==> config.mk <==
export PLATFORM = sky130hd
export DESIGN_NAME = run_ctrl
export DESIGN_NICKNAME = d
export VERILOG_FILES = /design/src/rtl/run_ctrl.sv
export SDC_FILE = /design/constraint.sdc
export NUM_CORES = 1
export LEC_CHECK = 0
export BUFFER_PORTS_ARGS = -buffer_cell sky130_fd_sc_hd__buf_2
export CORE_ASPECT_RATIO = 1.5
export CORE_MARGIN = 2
export CORE_UTILIZATION = 41
export CTS_BUF_LIST = sky130_fd_sc_hd__clkbuf_16
export CTS_CLUSTER_DIAMETER = 40
export CTS_CLUSTER_SIZE = 40
export DETAILED_ROUTE_END_ITERATION = 10
export GPL_TIMING_DRIVEN = 0
export PLACE_DENSITY = 0.79
export REMOVE_ABC_BUFFERS = 1
export SYNTH_ARGS = -nofsm -noshare
export SYNTH_HDL_FRONTEND = slang
export SYNTH_SLANG_ARGS = --single-unit
==> constraint.sdc <==
create_clock -name clk -period 2.5 [get_ports clk]
set_input_delay 0.125 -clock clk [delete_from_list [all_inputs] [get_ports clk]]
set_output_delay 0.125 -clock clk [all_outputs]
set_load 0.05 [all_outputs]
==> src/rtl/run_ctrl.sv <==
// run_ctrl: run sequencer for the single-cycle core.
// Turns the host req/done handshake into a bounded program run: the core is
// held in reset while the host owns data memory, then released until it
// reaches HALT_PC or the cycle limit. Data-memory ownership is muxed here.
module run_ctrl #(
  parameter int D       = 12,
  parameter int AW      = 8,
  parameter int HALT_PC = 128,
  parameter int CW      = 16,
  parameter int CLR_CYC = 2
) (
  input  logic          clk,
  input  logic          reset,
  input  logic          req,
  output logic          done,
  output logic          timeout,
  output logic          busy,
  input  logic [D-1:0]  prog_ctr,
  output logic          core_rst,
  output logic          core_en,
  output logic          host_gnt,
  input  logic          host_we,
  input  logic [AW-1:0] host_addr,
  input  logic [7:0]    host_wdat,
  input  logic          core_we,
  input  logic [AW-1:0] core_addr,
  input  logic [7:0]    core_wdat,
  output logic          mem_we,
  output logic [AW-1:0] mem_addr,
  output logic [7:0]    mem_wdat,
  output logic [CW-1:0] cycle_cnt
);

  localparam int CLR_W = (CLR_CYC > 1) ? $clog2(CLR_CYC) : 1;
  localparam logic [CLR_W-1:0] CLR_LOAD = CLR_W'(CLR_CYC - 1);
  localparam logic [D-1:0]     HALT_VAL = D'(HALT_PC);
  // Value of cycle_cnt during the final permitted RUN cycle.
  localparam logic [CW-1:0]    CNT_LAST = {{(CW-1){1'b1}}, 1'b0};
  localparam logic [CW-1:0]    CNT_MAX  = {CW{1'b1}};

  typedef enum logic [1:0] {
    ST_IDLE = 2'd0,
    ST_CLR  = 2'd1,
    ST_RUN  = 2'd2,
    ST_FIN  = 2'd3
  } state_t;

  state_t           state_reg;
  state_t           state_next;
  logic             req_q;
  logic [CLR_W-1:0] clr_cnt;
  logic             start;
  logic             halt_hit;
  logic             limit_hit;

  logic done_next;
  logic busy_next;
  logic core_rst_next;
  logic core_en_next;
  logic host_gnt_next;

  // req_q resets high so a req level held through reset is not a rising edge.
  assign start     = req & ~req_q;
  assign halt_hit  = (prog_ctr == HALT_VAL);
  assign limit_hit = (cycle_cnt == CNT_LAST);

  // State register.
  always_ff @(posedge clk or negedge reset) begin
    if (!reset) state_reg <= ST_IDLE;
    else        state_reg <= state_next;
  end

  // Next-state logic; in RUN, halt beats timeout beats abort.
  always_comb begin
    state_next = state_reg;
    case (state_reg)
      ST_IDLE: if (start) state_next = ST_CLR;
      ST_CLR:  if (clr_cnt == '0) state_next = ST_RUN;
      ST_RUN: begin
        if (halt_hit)       state_next = ST_FIN;
        else if (limit_hit) state_next = ST_FIN;
        else if (!req)      state_next = ST_IDLE;
      end
      ST_FIN:  if (!req) state_next = ST_IDLE;
      default: state_next = ST_IDLE;
    endcase
  end

  // Output decode of the current state; registered below, so outputs lag one edge.
  always_comb begin
    done_next     = (state_reg == ST_FIN);
    busy_next     = (state_reg == ST_CLR) || (state_reg == ST_RUN);
    core_rst_next = (state_reg == ST_IDLE) || (state_reg == ST_CLR);
    core_en_next  = (state_reg == ST_RUN);
    host_gnt_next = (state_reg == ST_IDLE) || (state_reg == ST_FIN);
  end

  // Registered state-derived outputs.
  always_ff @(posedge clk or negedge reset) begin
    if (!reset) begin
      done     <= 1'b0;
      busy     <= 1'b0;
      core_rst <= 1'b1;
      core_en  <= 1'b0;
      host_gnt <= 1'b1;
    end else begin
      done     <= done_next;
      busy     <= busy_next;
      core_rst <= core_rst_next;
      core_en  <= core_en_next;
      host_gnt <= host_gnt_next;
    end
  end

  // Request edge detector, CLR hold counter, run-cycle counter and timeout flag.
  always_ff @(posedge clk or negedge reset) begin
    if (!reset) begin
      req_q     <= 1'b1;
      clr_cnt   <= '0;
      cycle_cnt <= '0;
      timeout   <= 1'b0;
    end else begin
      req_q <= req;
      case (state_reg)
        ST_IDLE: begin
          if (start) begin
            clr_cnt   <= CLR_LOAD;
            cycle_cnt <= '0;
            timeout   <= 1'b0;
          end
        end
        ST_CLR: begin
          if (clr_cnt != '0) clr_cnt <= clr_cnt - 1'b1;
        end
        ST_RUN: begin
          if (cycle_cnt != CNT_MAX) cycle_cnt <= cycle_cnt + 1'b1;
          if (!halt_hit && limit_hit) timeout <= 1'b1;
        end
        default: ;
      endcase
    end
  end

  // Data-memory port mux; a core write only lands while the core is enabled.
  always_comb begin
    mem_addr = host_gnt ? host_addr : core_addr;
    mem_wdat = host_gnt ? host_wdat : core_wdat;
    mem_we   = host_gnt ? host_we   : (core_we & core_en);
  end

endmodule
==> flow_summary.yaml <==
job:
  cap_violations: 0
yosys:
  yosysMostFrequentCell: "dfrtp_1"
  synthAdderAreaFrac: 0.0441
  synthFlopType: "dfrtp_1"
  ys_seq_area_frac: 0.384
  syn_area_mm2: 0.00170
  yosys.area.top_type_share: 0.338
  synth.area.top_cells: "dfrtp_1 34%, mux2_2 11%, dfstp_2 4.6%"
  syn_area_per_cell_um2: 9.51
  synthTopCellsByCount: "23 x dfrtp_1, 19 x nand2_1, 16 x mux2_2"
  synth_edf_count: 0
  ys_types: 38
  yosys.area_share.simple: 0.263
  synth_seq_cells: 26
  synth.area.mux_share: 0.147
  synth_top_area_cell: "dfrtp_1"
  synth_cells: 179
  synth_compound_area_frac: 0.132
  ys_warn_count: 0
  synthArstFlopShare: 1.00
  synth_top_family_by_area: "simple AND/OR/NAND/NOR gates"
  yosys.area_share.xor_xnor: 0
timing:
  rsz0062_at_grt: "no"
  fmax_mhz: 447
  tightest_slew_ns: 1.10
  period_needed_ns: 2.24
  hold_slack_ns: 0.286
  finalSetupViolCount: 0
  hold_viol: 0
  post-route-period-util: 0.895
  slew_headroom: 0.260
  slew_viol_final: 0
  clock_skew_ns: 0.00704
place:
  place_congestion: 0.802
  dp_cells: 307
  hpwl_um: 3400
  io_buffer_count: 87
floorplanning:
  die_w_um: 56.6
  start_util: 0.430
  rows: 28
  fp.dieH_um: 82.9
  dieArea_mm2: 0.00470
  coreArea_mm2: 0.00396
  ios: 88
cells_and_area:
  diodes: 0
  largest_reg_flops: 16
  final_layout_size_suffix_gt1_frac: 0.429
  final_util: 0.577
  syn_to_final_growth_pct: 34.2
  multi_input_area_mm2: 0.00100
  fin_nets: 324
  n_fill_cell: 360
  fin_cells: 313
  seqCellArea_um2: 654
drt:
  ant_nets: 0
  avgViaCountPerCell: 5.71
  postRouteWirelength_um: 4440
  drc_errors: 0
  vias: 1788
  dr.pass1.iters: 4
  drtIter0Drc: 81
  wire_per_inst_um: 14.2
clocking:
  cts.sinks: 26
  clk_path_buf_depth: 2
  cts_made_buffers: 3
  clock_latency_ns: 0.26
  cts_setup_buffers: 0
  cts_tree: "done"
  cts_max_level: 1
  cts_root_buf: "clkbuf_16"
  clkSlewWorstSetupHoldPaths_ns: 0.07
global_routing:
  grt_antenna_before_repair: 0
  grt_pass1_vias: 1692
  grt_max_degree: 27
  grt_pass1_wl_um: 7190
  grt_usage: 0.185
  overflow: 0
worst_hold_path:
  hold_path_class: "in -> reg"
worst_setup_path:
  endpoint_kind: "flip-flop"
  crit_arrival_ns: 2.33
  critPathMaxFanout: 17
  cp-start-kind: "flip-flop"
  path_class: "reg -> reg"
  critical_path_required_ns: 2.59
status:
  outcome: "finished, final reports clean"
pwr:
  power_w: 0.00181
  peakVddDrop_mv: 0.689
  powerDensity_mw_per_mm2: 794
  total_leakage_power_nw: 1.13
cell usage in the layout, fill, tap and decap left out, drive strengths merged, types with 2 or more instances in the layout:
| cell type | n |
|---|---|
| nor4 | 8 |
| or4 | 8 |
| nand2 | 19 |
| nand4 | 5 |
| inv | 9 |
| o41ai | 2 |
| clkbuf | 3 |
| dfrtp | 23 |
| nor2b | 2 |
| mux2i | 7 |
| dlygate4sd3 | 2 |
| a21oi | 7 |
| buf | 88 |
| mux2 | 16 |
| o211ai | 3 |
| dfstp | 3 |
| nor2 | 5 |
| nor3 | 3 |
| nand3 | 10 |
| o31ai | 7 |
| nand2b | 8 |
| o21ai | 7 |
| ha | 6 |
| or2 | 3 |
| and3 | 3 |
worst max-delay path: stages (launching register included):
cell     delay [ns]
dfrtp_1        0.40
inv_1          0.10
ha_1           0.28
and3b_1        0.24
nor2_1         0.76
or4_1          0.22
a21oi_1        0.06
final timing paths:
check	from	cells after the start	endpoint	slack, ns
setup / recovery	state_reg[0]	6	cycle_cnt[12]	0.26
min in group asynchronous	reset	2	cycle_cnt[8]	0.41
hold reg to reg	timeout	2	timeout	0.50
setup reg to reg	state_reg[0]	6	cycle_cnt[12]	0.26
hold / removal	prog_ctr[1]	5	timeout	0.29
max in group asynchronous	reset	2	cycle_cnt[0]	1.70
repair_timing:
item,4_1_cts,5_1_grt
endpoints found under the hold margin,23,1
hold buffers,1,1
resized for setup,0,1
endpoints found under the setup margin,0,4
cell type report:
cell class / instances / area share
Multi-Input combinational cell: 140 / 0.440
Tap cell: 45 / 0.0246
Clock inverter: 1 / 0.00164
Inverter: 8 / 0.0131
Clock buffer: 3 / 0.0329
Sequential cell: 26 / 0.286
Timing Repair Buffer: 90 / 0.202
report_power, final:
part / switching (W) / internal (W)
registers: 0.0000765 / 0.000486
logic: 0.000628 / 0.000271
clock network: 0.000140 / 0.000214
total: 0.000844 / 0.000971
kinds of logic (layout without fill, tap and decap cells):
| family | after synthesis | after routing |
|---|---|---|
| AND/OR/NAND/NOR | 78 | 78 |
| multiplexers | 23 | 23 |
| buffers and inverters | 13 | 102 |
| AO/OA/AOI/OAI | 33 | 33 |
| flip-flops | 26 | 26 |
| adder cells (fa/ha/maj) | 6 | 6 |
layer usage:
| layer | track usage | wire length [um] |
|---|---|---|
| met1 | 0.202 | 1710 |
| met2 | 0.345 | 2320 |
| met3 | 0.0327 | 338 |
| met4 | 0.0693 | 82 |
| met5 | 0 | 0 |
stage by stage:
| step | setup TNS, ns | worst slack (ns) | area (um^2) |
|---|---|---|---|
| 2_1_floorplan | 0 | 0.0597 | 1680 |
| 3_3_place_gp | -0.361 | -0.0817 | 2170 |
| 3_5_place_dp | 0 | 0.185 | 2180 |
| 4_1_cts | 0 | 0.137 | 2270 |
| 5_1_grt | 0 | 0.0247 | 2280 |
| 6_report | 0 | 0.264 | 2280 |
Power figures use the tool's default switching activity.
